<file path="src/rtl/tlut_pkg.sv">
// Shared types and default sizing for the TLUT partial-sum collector.
// Optional build macro used by the collector files: TLUT_PSUM_SAT_EN.
package tlut_pkg;

  localparam int DIM_A     = 9;
  localparam int ACC_WIDTH = 13;
  localparam int OUT_WIDTH = 20;
  localparam int TILE_W    = 5;
  localparam int LANE_W    = $clog2(DIM_A);

  typedef enum logic [1:0] {
    IDLE  = 2'd0,
    ACCUM = 2'd1,
    DRAIN = 2'd2
  } coll_state_e;

  typedef logic [DIM_A-1:0][ACC_WIDTH-1:0] prod_vec_t;

endpackage

</file>
<file path="src/rtl/tlut_psum_collector_if.sv">
// Output drain stream of the partial-sum collector: one lane sum per beat, valid/ready.
interface tlut_psum_collector_if
  import tlut_pkg::*;
#(
  parameter int OUT_WIDTH = tlut_pkg::OUT_WIDTH,
  parameter int LANE_W    = tlut_pkg::LANE_W
);

  logic                 out_valid;
  logic                 out_ready;
  logic [OUT_WIDTH-1:0] out_data;
  logic [LANE_W-1:0]    out_lane;

  modport master (
    output out_valid,
    output out_data,
    output out_lane,
    input  out_ready
  );

  modport slave (
    input  out_valid,
    input  out_data,
    input  out_lane,
    output out_ready
  );

endinterface

</file>
<file path="src/rtl/tlut_lane_acc.sv">
// One lane accumulator register; wraps by default, saturates when TLUT_PSUM_SAT_EN is defined.
module tlut_lane_acc
  import tlut_pkg::*;
#(
  parameter int ACC_WIDTH = tlut_pkg::ACC_WIDTH,
  parameter int OUT_WIDTH = tlut_pkg::OUT_WIDTH
) (
  input  logic                 clk,
  input  logic                 rst,
  input  logic                 clr,
  input  logic                 add_en,
  input  logic [ACC_WIDTH-1:0] operand,
`ifdef TLUT_PSUM_SAT_EN
  output logic                 sat,
`endif
  output logic [OUT_WIDTH-1:0] sum,
  output logic [OUT_WIDTH-1:0] sum_nxt
);

  logic [OUT_WIDTH-1:0] add_res;

`ifdef TLUT_PSUM_SAT_EN
  function automatic logic [OUT_WIDTH:0] lane_add_wide(input logic [OUT_WIDTH-1:0] a,
                                                       input logic [ACC_WIDTH-1:0] b);
    return {1'b0, a} + {{(OUT_WIDTH + 1 - ACC_WIDTH){1'b0}}, b};
  endfunction

  function automatic logic [OUT_WIDTH-1:0] lane_sat(input logic [OUT_WIDTH:0] s);
    return s[OUT_WIDTH] ? {OUT_WIDTH{1'b1}} : s[OUT_WIDTH-1:0];
  endfunction

  logic [OUT_WIDTH:0] wide_sum;

  assign wide_sum = lane_add_wide(sum, operand);
  assign add_res  = lane_sat(wide_sum);
  assign sat      = wide_sum[OUT_WIDTH];
`else
  function automatic logic [OUT_WIDTH-1:0] lane_add_wrap(input logic [OUT_WIDTH-1:0] a,
                                                         input logic [ACC_WIDTH-1:0] b);
    return a + {{(OUT_WIDTH - ACC_WIDTH){1'b0}}, b};
  endfunction

  assign add_res = lane_add_wrap(sum, operand);
`endif

  // clear wins over add so a run always starts from zero
  always_comb begin
    sum_nxt = sum;
    if (clr) begin
      sum_nxt = '0;
    end else if (add_en) begin
      sum_nxt = add_res;
    end
  end

  always_ff @(posedge clk or posedge rst) begin
    if (rst) begin
      sum <= '0;
    end else begin
      sum <= sum_nxt;
    end
  end

endmodule

</file>
<file path="src/rtl/tlut_psum_collector.sv">
// Accumulates simd_cell product lanes over K-tiles, then drains one lane sum per beat.
// Build option TLUT_PSUM_SAT_EN: saturating lane adds plus sticky sat_flag output.
module tlut_psum_collector
  import tlut_pkg::*;
#(
  parameter int DIM_A     = tlut_pkg::DIM_A,
  parameter int ACC_WIDTH = tlut_pkg::ACC_WIDTH,
  parameter int OUT_WIDTH = tlut_pkg::OUT_WIDTH,
  parameter int TILE_W    = tlut_pkg::TILE_W
) (
  input  logic                                clk,
  input  logic                                rst,
  input  logic                                start,
  input  logic [TILE_W-1:0]                   num_tiles,
  input  logic                                prod_valid,
  input  logic [DIM_A-1:0][ACC_WIDTH-1:0]     product_acc,
  tlut_psum_collector_if.master               out_if,
`ifdef TLUT_PSUM_SAT_EN
  output logic                                sat_flag,
`endif
  output logic                                busy,
  output logic                                done,
  output logic                                drop_err
);

  localparam int LANE_W = $clog2(DIM_A);

  localparam logic [1:0] ST_IDLE  = IDLE;
  localparam logic [1:0] ST_ACCUM = ACCUM;
  localparam logic [1:0] ST_DRAIN = DRAIN;

  logic [1:0]           state;
  logic [TILE_W-1:0]    tile_cnt;
  logic [TILE_W-1:0]    tiles_tgt;
  logic [LANE_W-1:0]    lane;
  logic [LANE_W-1:0]    lane_nxt;
  logic [OUT_WIDTH-1:0] sum_p0  [DIM_A];
  logic [OUT_WIDTH-1:0] sum_nxt [DIM_A];
  logic                 take_start;
  logic                 take_prod;
  logic                 last_tile;
  logic                 accept;
  logic                 last_beat;
`ifdef TLUT_PSUM_SAT_EN
  logic [DIM_A-1:0]     lane_sat;
`endif

  assign take_start = (state == ST_IDLE) && start;
  assign take_prod  = (state == ST_ACCUM) && prod_valid;
  assign last_tile  = take_prod && ((tile_cnt + TILE_W'(1)) == tiles_tgt);
  assign accept     = out_if.out_valid && out_if.out_ready;
  assign lane_nxt   = lane + LANE_W'(1);
  assign last_beat  = accept && (lane == LANE_W'(DIM_A - 1));
  assign busy       = (state != ST_IDLE);
  assign out_if.out_lane = lane;

  for (genvar i = 0; i < DIM_A; i++) begin : g_lane
    tlut_lane_acc #(
      .ACC_WIDTH (ACC_WIDTH),
      .OUT_WIDTH (OUT_WIDTH)
    ) u_acc (
      .clk     (clk),
      .rst     (rst),
      .clr     (take_start),
      .add_en  (take_prod),
      .operand (product_acc[i]),
`ifdef TLUT_PSUM_SAT_EN
      .sat     (lane_sat[i]),
`endif
      .sum     (sum_p0[i]),
      .sum_nxt (sum_nxt[i])
    );
  end

  // first beat takes lane 0 from the adder output so DRAIN starts with the final sum
  always_ff @(posedge clk or posedge rst) begin
    if (rst) begin
      state            <= ST_IDLE;
      tile_cnt         <= '0;
      tiles_tgt        <= '0;
      lane             <= '0;
      out_if.out_valid <= 1'b0;
      out_if.out_data  <= '0;
      done             <= 1'b0;
      drop_err         <= 1'b0;
`ifdef TLUT_PSUM_SAT_EN
      sat_flag         <= 1'b0;
`endif
    end else begin
      done <= 1'b0;
      case (state)
        ST_IDLE: begin
          if (start) begin
            state     <= ST_ACCUM;
            tile_cnt  <= '0;
            tiles_tgt <= (num_tiles == '0) ? TILE_W'(1) : num_tiles;
            drop_err  <= 1'b0;
`ifdef TLUT_PSUM_SAT_EN
            sat_flag  <= 1'b0;
`endif
          end else if (prod_valid) begin
            drop_err <= 1'b1;
          end
        end
        ST_ACCUM: begin
          if (prod_valid) begin
            tile_cnt <= tile_cnt + TILE_W'(1);
`ifdef TLUT_PSUM_SAT_EN
            if (|lane_sat) begin
              sat_flag <= 1'b1;
            end
`endif
            if (last_tile) begin
              state            <= ST_DRAIN;
              lane             <= '0;
              out_if.out_valid <= 1'b1;
              out_if.out_data  <= sum_nxt[0];
            end
          end
        end
        ST_DRAIN: begin
          if (prod_valid) begin
            drop_err <= 1'b1;
          end
          if (last_beat) begin
            state            <= ST_IDLE;
            out_if.out_valid <= 1'b0;
            done             <= 1'b1;
          end else if (accept) begin
            lane            <= lane_nxt;
            out_if.out_data <= sum_p0[lane_nxt];
          end
        end
        default: begin
          state <= ST_IDLE;
        end
      endcase
    end
  end

endmodule

</file>
<file path="src/flat_wrapper.sv">
// flat-port wrapper written by rule: the top's interface ports become plain ports
module tlut_psum_collector_flat import tlut_pkg::*;
#(
  parameter int DIM_A     = tlut_pkg::DIM_A,
  parameter int ACC_WIDTH = tlut_pkg::ACC_WIDTH,
  parameter int OUT_WIDTH = tlut_pkg::OUT_WIDTH,
  parameter int TILE_W    = tlut_pkg::TILE_W
)
  (clk, rst, start, num_tiles, prod_valid, product_acc, busy, done, drop_err, out_if_out_valid, out_if_out_data, out_if_out_lane, out_if_out_ready);
  tlut_psum_collector_if #(.OUT_WIDTH(OUT_WIDTH), .LANE_W(LANE_W)) out_if_i ();
  input  logic clk;
  input  logic rst;
  input  logic start;
  input  logic [TILE_W-1:0] num_tiles;
  input  logic prod_valid;
  input  logic [DIM_A-1:0][ACC_WIDTH-1:0] product_acc;
  output logic busy;
  output logic done;
  output logic drop_err;
  output wire logic [$bits(out_if_i.out_valid)-1:0] out_if_out_valid;
  output wire logic [$bits(out_if_i.out_data)-1:0] out_if_out_data;
  output wire logic [$bits(out_if_i.out_lane)-1:0] out_if_out_lane;
  input wire logic [$bits(out_if_i.out_ready)-1:0] out_if_out_ready;
  assign out_if_out_valid = out_if_i.out_valid;
  assign out_if_out_data = out_if_i.out_data;
  assign out_if_out_lane = out_if_i.out_lane;
  assign out_if_i.out_ready = out_if_out_ready;
  tlut_psum_collector #(.DIM_A(DIM_A), .ACC_WIDTH(ACC_WIDTH), .OUT_WIDTH(OUT_WIDTH), .TILE_W(TILE_W)) u_core (.clk(clk), .rst(rst), .start(start), .num_tiles(num_tiles), .prod_valid(prod_valid), .product_acc(product_acc), .out_if(out_if_i), .busy(busy), .done(done), .drop_err(drop_err));
endmodule
</file>
<file path="config.mk">
export PLATFORM = sky130hd
export DESIGN_NAME = tlut_psum_collector_flat
export DESIGN_NICKNAME = d
export VERILOG_FILES = /design/src/rtl/tlut_pkg.sv /design/src/rtl/tlut_psum_collector_if.sv /design/src/rtl/tlut_lane_acc.sv /design/src/rtl/tlut_psum_collector.sv /design/src/flat_wrapper.sv
export SDC_FILE = /design/constraint.sdc
export NUM_CORES = 1
export LEC_CHECK = 0
export ABC_AREA = 1
export CAP_MARGIN = 15
export CORE_MARGIN = 2
export CORE_UTILIZATION = 58
export DETAILED_ROUTE_END_ITERATION = 10
export PLACE_DENSITY = 0.8
export SLEW_MARGIN = 20
export SYNTH_ARGS = -nofsm -noshare
export SYNTH_HDL_FRONTEND = slang
export SYNTH_SLANG_ARGS = --single-unit
</file>
<file path="constraint.sdc">
create_clock -name clk -period 10.15 [get_ports clk]
set_input_delay 2.5375 -clock clk [delete_from_list [all_inputs] [get_ports clk]]
set_output_delay 2.5375 -clock clk [all_outputs]
set_load 0.01 [all_outputs]
</file>
Word-level counts from Yosys, hierarchy flattened --
Index checks and enable logic that the tools add are counted.
Word-level totals: bits in registers 219, input port bits 127, output and inout port bits 28, word-level logic and storage cells 106
Operators by class: add/subtract/negate cells 11, order comparisons 1, equality and inequality tests 10, muxes and demuxes 49, bitwise gates (word level) 1, reduce and logical (&&, ||, !) cells 17
Operators with widths (count):
- two-way mux 20 bit | 24
- adder 20 x 13 -> 20 bit | 9
- binary-select mux 20 bit (select 4 bit) | 1
- one-hot mux 20 bit (2 select lines) | 1
- two-way mux 4 bit | 4
- two-way mux 5 bit | 3
- one-hot mux 5 bit (2 select lines) | 1
- nonzero test 2 bit | 5
- two-way mux 2 bit | 4
- one-hot mux 4 bit (2 select lines) | 1
- AND reduction 4 bit | 2
- two-way mux 1 bit | 7
- inequality test 2 x 1 -> 1 bit (second input constant) | 3
- inequality test 2 bit (second input constant) | 3
- one-hot mux 2 bit (3 select lines) | 1
- adder 5 x 1 -> 5 bit (second input constant) | 1
- equality test 5 bit | 1
- greater-or-equal comparator 5 bit (second input constant) | 1
- logical AND 1 bit | 5
- zero test 5 bit | 1
- inverter 4 -> 5 bit | 1
- AND reduction 5 bit | 1
- adder 4 x 1 -> 4 bit (second input constant) | 1
- equality test 4 bit (second input constant) | 1
- 6 further kinds | 7

Depth between registers and ports, before layout --
Gate-level depths: netlist of run 1.
depth in word-level cells 8, depth in mapped cells 15, depth with buffers taken out 14

By module --
Synthesis of run 1 repeated with hierarchy kept, for this count alone.
Second synthesis, totals: cells, all modules 3495, area total of the unflattened synthesis 20927.6 sq um
Modules (own cells, without submodules):
- tlut_lane_acc at u_core.g_lane[1].u_acc ... | times used 5, cells each 295, area an instance 1829.3 sq um, seq. area each 500.5 sq um
- tlut_psum_collector | times used 1, cells each 848, area an instance 4449.3 sq um, seq. area each 975.9 sq um
- tlut_lane_acc at u_core.g_lane[7].u_acc ... | times used 2, cells each 293, area an instance 1835.5 sq um, seq. area each 500.5 sq um
- tlut_lane_acc at u_core.g_lane[0].u_acc | times used 1, cells each 294, area an instance 1848.0 sq um, seq. area each 500.5 sq um
- tlut_lane_acc at u_core.g_lane[6].u_acc | times used 1, cells each 292, area an instance 1813.0 sq um, seq. area each 500.5 sq um

Least setup slack after synthesis of run 1 --
OpenSTA, ideal clock, no wires.
kind input to register, start in product_acc[26] (netlist bit), end reg u_core.g_lane[2].u_acc.sum[16], data arrival time 4.069 ns, setup slack 5.961 ns, stages on the path 8, path buffers 0, cell sequence ha_1 -> fa_1 -> nand3_1 -> nand3_1 -> a21boi_0 -> o21ai_0 -> a31oi_1 -> nor2_1
Between the ends: cells in the longest elaborated chain, start to end 3
RTL lines:
- from (decl) | RTL line flat_wrapper.sv:16 | input logic [DIM_A-1:0][ACC_WIDTH-1:0] product_acc;
- adder 20 x 13 -> 20 bit | RTL line tlut_lane_acc.sv:40 | return a + {{(OUT_WIDTH - ACC_WIDTH){1'b0}}, b};
- two-way mux 20 bit | RTL line tlut_lane_acc.sv:51 | end else if (add_en) begin
- two-way mux 20 bit | RTL line tlut_lane_acc.sv:49 | if (clr) begin
- to (signal assigned) | RTL line tlut_lane_acc.sv:60 | sum <= sum_nxt;
- to (decl) | RTL line tlut_lane_acc.sv:16 | output logic [OUT_WIDTH-1:0] sum,
Every way passes these cells. The select of a mux whose other input is x is not followed. A chain may end at the register's enable or synchronous reset.

Worst setup path after layout of run 1 --
start in start, end reg u_core.g_lane[1].u_acc.sum[19]
Between the ends: cells in the longest elaborated chain, start to end 2, elaborated cells between the ends (all ways) 3, those cells by class 1 x mux; 2 x reduce/logical
RTL lines:
- from (decl) | RTL line flat_wrapper.sv:13 | input logic start;
- logical AND 1 bit (*) | RTL line tlut_psum_collector.sv:48 | assign take_start = (state == ST_IDLE) && start;
- two-way mux 20 bit / nonzero test 2 bit (equally long branches)
- to (signal assigned) | RTL line tlut_lane_acc.sv:60
- to (decl) | RTL line tlut_lane_acc.sv:16
Every way passes the cells marked *; elsewhere a longest branch is shown, timed or not.

==> metrics.md, run 1 <==
| Metric | Value |
|---|---|
| Gate power share | 58.6% |
| Max Root-Sink Buffers | 3 |
| Post-Route Utilization | 67.8% |
| Global-route wire length before repair | 83,200 um |
| DRT Pass-1 Iters | 6 |
| H-tree depth | 1 |
| Startpoint Class | input port |
| DR vias/cell | 5.96 |
| DRC Markers | 0 |
| IO Count | 155 |
| Routability cong. | 0.974 |
| Synthesized area | 16,800 sq um |
| Placeable core area | 28,600 sq um |
| Post-synthesis sequential area ratio | 32.7% |
| Height of the die | 174 um |
| Setup TNS | 0 ns |
| Slew Limit Fails | 0 |
| Worst Hold Class | reg -> reg |
| F_max | 193 MHz |
| # hold bufs at CTS | 0 |
| Gr usage total | 33.9% |
| Power Density | 321 nW/um^2 |
| Sw Ratio | 51.1% |
| Vias in the first global route | 16,472 |
| Synth warnings | 0 |
| MaxCap Viol Count | 0 |
| Die Area | 30,300 sq um |
| Final Non-Filler Cells | 2,965 |
| Worst-Skew Late Latency | 0.55 ns |
| Internal power | 3.05 mW |
| Layout net count | 2,819 |
| Total gr overflow | 0 |
| Seq cells post-synth | 219 |
| Synth async-reset ratio | 100% |
| Layout area overhead | 15.7% |
| Total number of vias | 17,664 |
| Iteration-0 DRC Markers | 1,802 |
| Tcrit/Tclk final | 51.1% |
| Design Area, Final | 19,400 sq um |
| Top FF cell, synth | dfrtp_1 |
| Setup CP Type | in -> reg |
| Status | complete, no violations |
| Leak Pwr | 9.76 nW |
| # diodes | 0 |
| Unique masters post-synth | 48 |
| Root buffer cell | clkbuf_16 |
| Max VDD drop | 174 uV |
| Dpl cells | 2,919 |
| CP Max Fanout | 78 |
| Switching power | 3.18 mW |
| Initial core utilization | 58.6% |
| Rel. slew slack | 31.3% |
| Slew @ Worst Pin | 1.03 ns |
| Overall Power | 6.23 mW |
| Clock power frac | 15.6% |
| CP Data Required Time | 10.59 ns |
| Routed wire per std cell | 17.7 um |
| Antenna violations before repair | 1 |
| Total CTS buffers | 26 |
| CP endpoint kind | flop |
| Total wire length | 52,500 um |
| Postcts setup bufs | 0 |
| Crit path time final | 5.19 ns |
| Syn Nets | 2,713 |
| Chip Width | 174 um |
| Hpwl dp | 37,700 um |
| RSZ-0062 raised after global routing | no |
| Num rows | 62 |
| DRT antenna net count | 0 |
| Worst EP arrival | 5.62 ns |
| Worst clock skew | 0.0103 ns |
| Port bufs | 154 |
| Syn avg cell area | 6.83 sq um |
| Fraction of layout cells with a size suffix above 1 | 2.94% |
| TritonCTS clock tree | done |
| Clock Sinks | 219 |
| Clock Pin Slew Worst Setup and Hold Paths | 0.06 ns |
| Final setup vio count | 0 |
| Synthesized instance count | 2,457 |
| Sequential power share | 25.8% |
| CTS resizes | 0 |
| Pin count of the biggest net entering global routing | 118 |
| Placed inst area | 18,500 sq um |
| Hold Vio Cnt, Final | 0 |
| Post-synth EDFFs | 0 |
[routing by layer]
metal	part of all wire (%)	vias up	wire (um)	GRT usage (%)
li1	-	8493	-	-
met2	45	800	23800	54.4
met3	8.3	125	4330	4.97
met4	3.9	2	2060	13.9
met1	42	8244	22200	46.2
met5	0.032	-	17	0
[cell type report]
cell class | count | area, sq um
clock buffers | 34 | 732
clock inverters | 12 | 145
fillers | 2469 | 9220
inverters | 242 | 916
multi-input cells | 1909 | 10000
flip-flops and latches | 219 | 5480
well taps | 384 | 480
repair buffers | 165 | 1620
[worst paths after layout]
check | start | endpoint | slack (ns) | cells after the start
setup / recovery | start | u_core.g_lane[1].u_acc.sum[19] | 4.96 | 11
hold reg to reg | u_core.out_if.out_data[9] | u_core.out_if.out_data[9] | 0.49 | 2
max in group asynchronous | rst | u_core.out_if.out_lane[0] | 6.14 | 3
min in group asynchronous | rst | u_core.g_lane[1].u_acc.sum[0] | 2.51 | 2
setup reg to reg | u_core.out_if.out_lane[0] | u_core.out_if.out_data[4] | 5.42 | 11
hold / removal | u_core.out_if.out_data[9] | u_core.out_if.out_data[9] | 0.49 | 2
[flip-flops by register name, indices dropped and copies added (netlist names)]
register,count
u_core.out_if.out_data,20
u_core.tiles_tgt,5
u_core.out_if.out_lane,4
u_core.tile_cnt,5
u_core.out_if.out_valid,1
u_core.g_lane.u_acc.sum,180
u_core.done,1
u_core.state,2
u_core.drop_err,1
[through the flow]
step                      hold slack (ns)  worst slack, ns
after floorplan                     0.453             1.62
after global placement              0.468             4.52
after detailed placement            0.473             4.46
after CTS                           0.491             5.03
after global routing                0.513             4.77
final                               0.488             4.96
[synth_stat cells, drive strengths merged (5+ instances only)]
master  number  share of area [%]
nand2      661                 15
inv        241                5.4
a21oi      236                7.0
o21ai      228                6.8
dfrtp      219                 33
nand3      219                6.6
nor2       213                4.9
ha         120                9.0
buf         47                1.4
clkbuf      40               0.90
o211ai      37                1.7
nand4       28                1.0
nor3        22               0.69
o22ai       17               0.63
a21o        15               0.67
a21boi      11               0.49
a22o        11               0.57
a31oi       11               0.41
nand3b      10               0.45
xnor2       10               0.63
fa           9                1.1
xor2         7               0.37
nor4         6               0.22
o21a         6               0.27
or2          6               0.22
o21bai       5               0.22
o31ai        5               0.22
[power groups by stage]
stage	Sequential, mW	Clock [mW]	Combinational [mW]
3_5_place_dp	1.60	0	3.54
2_1_floorplan	1.47	0	2.56
5_1_grt	1.64	1.01	4.06
6_report	1.61	0.971	3.65
3_3_place_gp	1.59	0	3.46
4_1_cts	1.59	0.975	3.57
[critical path, stage by stage]
cell and delay (ns):
clkdlybuf4s50_1 0.41, nand3_2 0.07, buf_4 0.64, inv_2 0.30
nor2_4 0.17, buf_4 0.80, nor2_1 0.18, nand2_1 0.14
nor2_1 0.06, a21oi_1 0.15, nor2_1 0.06
[layout by cell type, fill, tap and decap left out, drive strengths merged, types with 7 or more instances in the layout]
master	synthesis	layout
a21boi	11	11
a21o	15	15
a21oi	236	236
a22o	11	11
a31oi	11	11
buf	47	11
clkbuf	40	34
clkdlybuf4s50	0	154
dfrtp	219	219
fa	9	9
ha	120	120
inv	241	241
nand2	661	661
nand3	219	219
nand3b	10	10
nand4	28	28
nor2	213	213
nor3	22	22
o211ai	37	37
o21ai	228	228
o22ai	17	17
xnor2	10	10
xor2	7	7
[kinds of logic (layout without fill, tap and decap cells)]
group           Yosys count  count (layout)  synth area share [%]
simple gates           1172            1172                  29.1
flops                   219             219                  32.7
xor+xnor                 17              17                  1.00
fa+ha+maj               129             129                  10.0
buf+inv                 329             453                  7.68
compound gates          591             591                  19.5
Note: power is estimated with default switching activity, not from simulation.
==> run 2, diff against run 1 <==
- clock period: 10.15 -> 5.4 ns (I/O delays scaled with it)
==> metrics.md, run 2 (synthesis gave the netlist of run 1 again) <==
| Metric | Value |
|---|---|
| Worst-Skew Late Latency | 0.55 ns (about the same) |
| Fraction of layout cells with a size suffix above 1 | 3.17% (was 2.94%) |
| Slew @ Worst Pin | 1.02 ns (was 1.03 ns) |
| Sequential power share | 26.1% (was 25.8%) |
| # diodes | 0 (unchanged) |
| Num rows | 62 (unchanged) |
| Design Area, Final | 19,500 sq um (was 19,400 sq um) |
| Startpoint Class | flop (was input port) |
| Rel. slew slack | 32.0% (was 31.3%) |
| Setup CP Type | reg -> reg (was in -> reg) |
| IO Count | 155 (unchanged) |
| Root buffer cell | clkbuf_16 (unchanged) |
| Placed inst area | 18,600 sq um (was 18,500 sq um) |
| # hold bufs at CTS | 0 (unchanged) |
| Hpwl dp | 38,400 um (was 37,700 um) |
| Postcts setup bufs | 0 (unchanged) |
| CTS resizes | 0 (unchanged) |
| Iteration-0 DRC Markers | 2,065 (was 1,802) |
| Hold Vio Cnt, Final | 0 (unchanged) |
| Placeable core area | 28,600 sq um (unchanged) |
| Largest Register | u_core.g_lane.u_acc.sum (unchanged) |
| H-tree depth | 1 (unchanged) |
| Clock power frac | 15.1% (was 15.6%) |
| Max FFs per register | 180 (unchanged) |
| Total number of vias | 17,610 (was 17,664) |
| Total CTS buffers | 27 (was 26) |
| Crit path time final | 3.65 ns |
| Largest regs | u_core.g_lane.u_acc.sum (180), u_core.out_if.out_data (20) (unchanged) |
| Gate power share | 58.8% (was 58.6%) |
| Clock Sinks | 219 (unchanged) |
| Chip Width | 174 um (unchanged) |
| Setup TNS | 0 ns (unchanged) |
| DR vias/cell | 5.93 (was 5.96) |
| DRC Markers | 0 (unchanged) |
| Pin count of the biggest net entering global routing | 79 (was 118) |
| Power Density | 598 nW/um^2 (was 321 nW/um^2) |
| Leak Pwr | 9.79 nW (was 9.76 nW) |
| Internal power | 5.65 mW (was 3.05 mW) |
| F_max | 274 MHz |
| Worst EP arrival | 4.09 ns (was 5.62 ns) |
| Max VDD drop | 329 uV (was 174 uV) |
| CP endpoint kind | flop (unchanged) |
| Most common library cell in the layout ignoring fill and taps | nand2_1 (unchanged) |
| TritonCTS clock tree | done (unchanged) |
| Routed wire per std cell | 17.7 um (about the same) |
| Height of the die | 174 um (unchanged) |
| RSZ-0062 raised after global routing | no (unchanged) |
| Status | complete, no violations (unchanged) |
| Gr usage total | 34.3% (was 33.9%) |
| Most frequent cells in the layout | nand2_1, a21oi_1, inv_1, dfrtp_1, nand3_1 (unchanged) |
| CP Max Fanout | 55 (was 78) |
| Antenna violations before repair | 1 (unchanged) |
| Clock Pin Slew Worst Setup and Hold Paths | 0.06 ns (about the same) |
| Max Root-Sink Buffers | 3 (unchanged) |
| Total wire length | 52,600 um (was 52,500 um) |
| Sw Ratio | 51.5% (was 51.1%) |
| DRT Pass-1 Iters | 6 (unchanged) |
| CP Data Required Time | 5.84 ns (was 10.59 ns) |
| Worst clock skew | 0.0107 ns (was 0.0103 ns) |
| Die Area | 30,300 sq um (unchanged) |
| Global-route wire length before repair | 84,200 um (was 83,200 um) |
| Port bufs | 154 (unchanged) |
| Slew Limit Fails | 0 (unchanged) |
| Layout area overhead | 16.0% (was 15.7%) |
| Layout net count | 2,823 (was 2,819) |
| Worst Hold Class | reg -> reg (unchanged) |
| Total gr overflow | 0 (unchanged) |
| Routability cong. | 0.970 (was 0.974) |
| Vias in the first global route | 16,589 (was 16,472) |
| DRT antenna net count | 0 (unchanged) |
| Tcrit/Tclk final | 67.6% |
| Final setup vio count | 0 (unchanged) |
| Initial core utilization | 58.6% (unchanged) |
| MaxCap Viol Count | 0 (unchanged) |
| Switching power | 5.99 mW (was 3.18 mW) |
-- run 2: changes by cell type in the layout (fill, tap and decap cells not counted), moves of 2 or more --
cell | previous run | this run
buf_12 | 0 | 3
clkbuf_8 | 3 | 6
clkinv_2 | 5 | 8
inv_6 | 0 | 2
bufinv_16 | 3 | 0
-- run 2: per-stage QoR --
stage / std cells / total power [mW] / hold slack (ns) / util, % / setup WS [ns]
floorplan: 2457 / 7.57 / 0.453 / - / 1.20
global placement: 2921 / 9.47 / 0.472 / 64.9 / 1.36
detailed placement: 2921 / 9.66 / 0.471 / 64.9 / 1.36
CTS: 2971 / 11.5 / 0.486 / 67.9 / 1.88
global route: 2972 / 12.6 / 0.503 / 68.0 / 1.49
finish: 2972 / 11.6 / 0.489 / 68.0 / 1.75
-- run 2: layout make-up --
class                   count  area [sq um]
flip-flops and latches    219          5480
clock inverters            12          72.6
repair buffers            168          1700
well taps                 384           480
inverters                 242           912
clock buffers              38           777
multi-input cells        1909         10000
fillers                  2469          9170
-- run 2: worst paths after layout --
check / from / to / slack (ns) / depth (start not counted)
worst min register to register: u_core.out_if.out_data[11] / u_core.out_if.out_data[11] / 0.49 / 2
worst max register to register: u_core.out_if.out_lane[0] / u_core.out_if.out_data[6] / 1.75 / 11
min in group asynchronous: rst / u_core.g_lane[0].u_acc.sum[8] / 1.23 / 2
max in group asynchronous: rst / u_core.g_lane[7].u_acc.sum[7] / 3.39 / 3
worst max-delay path: u_core.out_if.out_lane[0] / u_core.out_if.out_data[6] / 1.75 / 11
worst min-delay path: u_core.out_if.out_data[11] / u_core.out_if.out_data[11] / 0.49 / 2
-- run 2: power by group through the flow --
stage	sequential [mW]	clock (mW)	combinational (mW)
floorplan	2.76	0	4.81
global placement	3.02	0	6.45
detailed placement	3.04	0	6.63
CTS	3.02	1.76	6.69
global route	3.11	1.84	7.61
finish	3.04	1.76	6.84
-- run 2: metal layers --
metal,share of wire (%),track usage [%],vias up
met5,0.025,0,-
met4,4.4,14.0,2
met2,46,56.0,809
li1,-,-,8506
met3,8.6,4.70,152
met1,41,46.2,8141
-- run 2: worst max-delay path: stages, from the launching register on --
cell	delay [ns]
dfrtp_4	0.66
inv_2	0.68
ha_2	0.33
clkinv_1	0.67
o211ai_1	0.48
nand3_1	0.19
nand3_1	0.18
o21ai_1	0.10
nand2_1	0.06
nand2_1	0.05
nand2_1	0.06
nand2_1	0.06
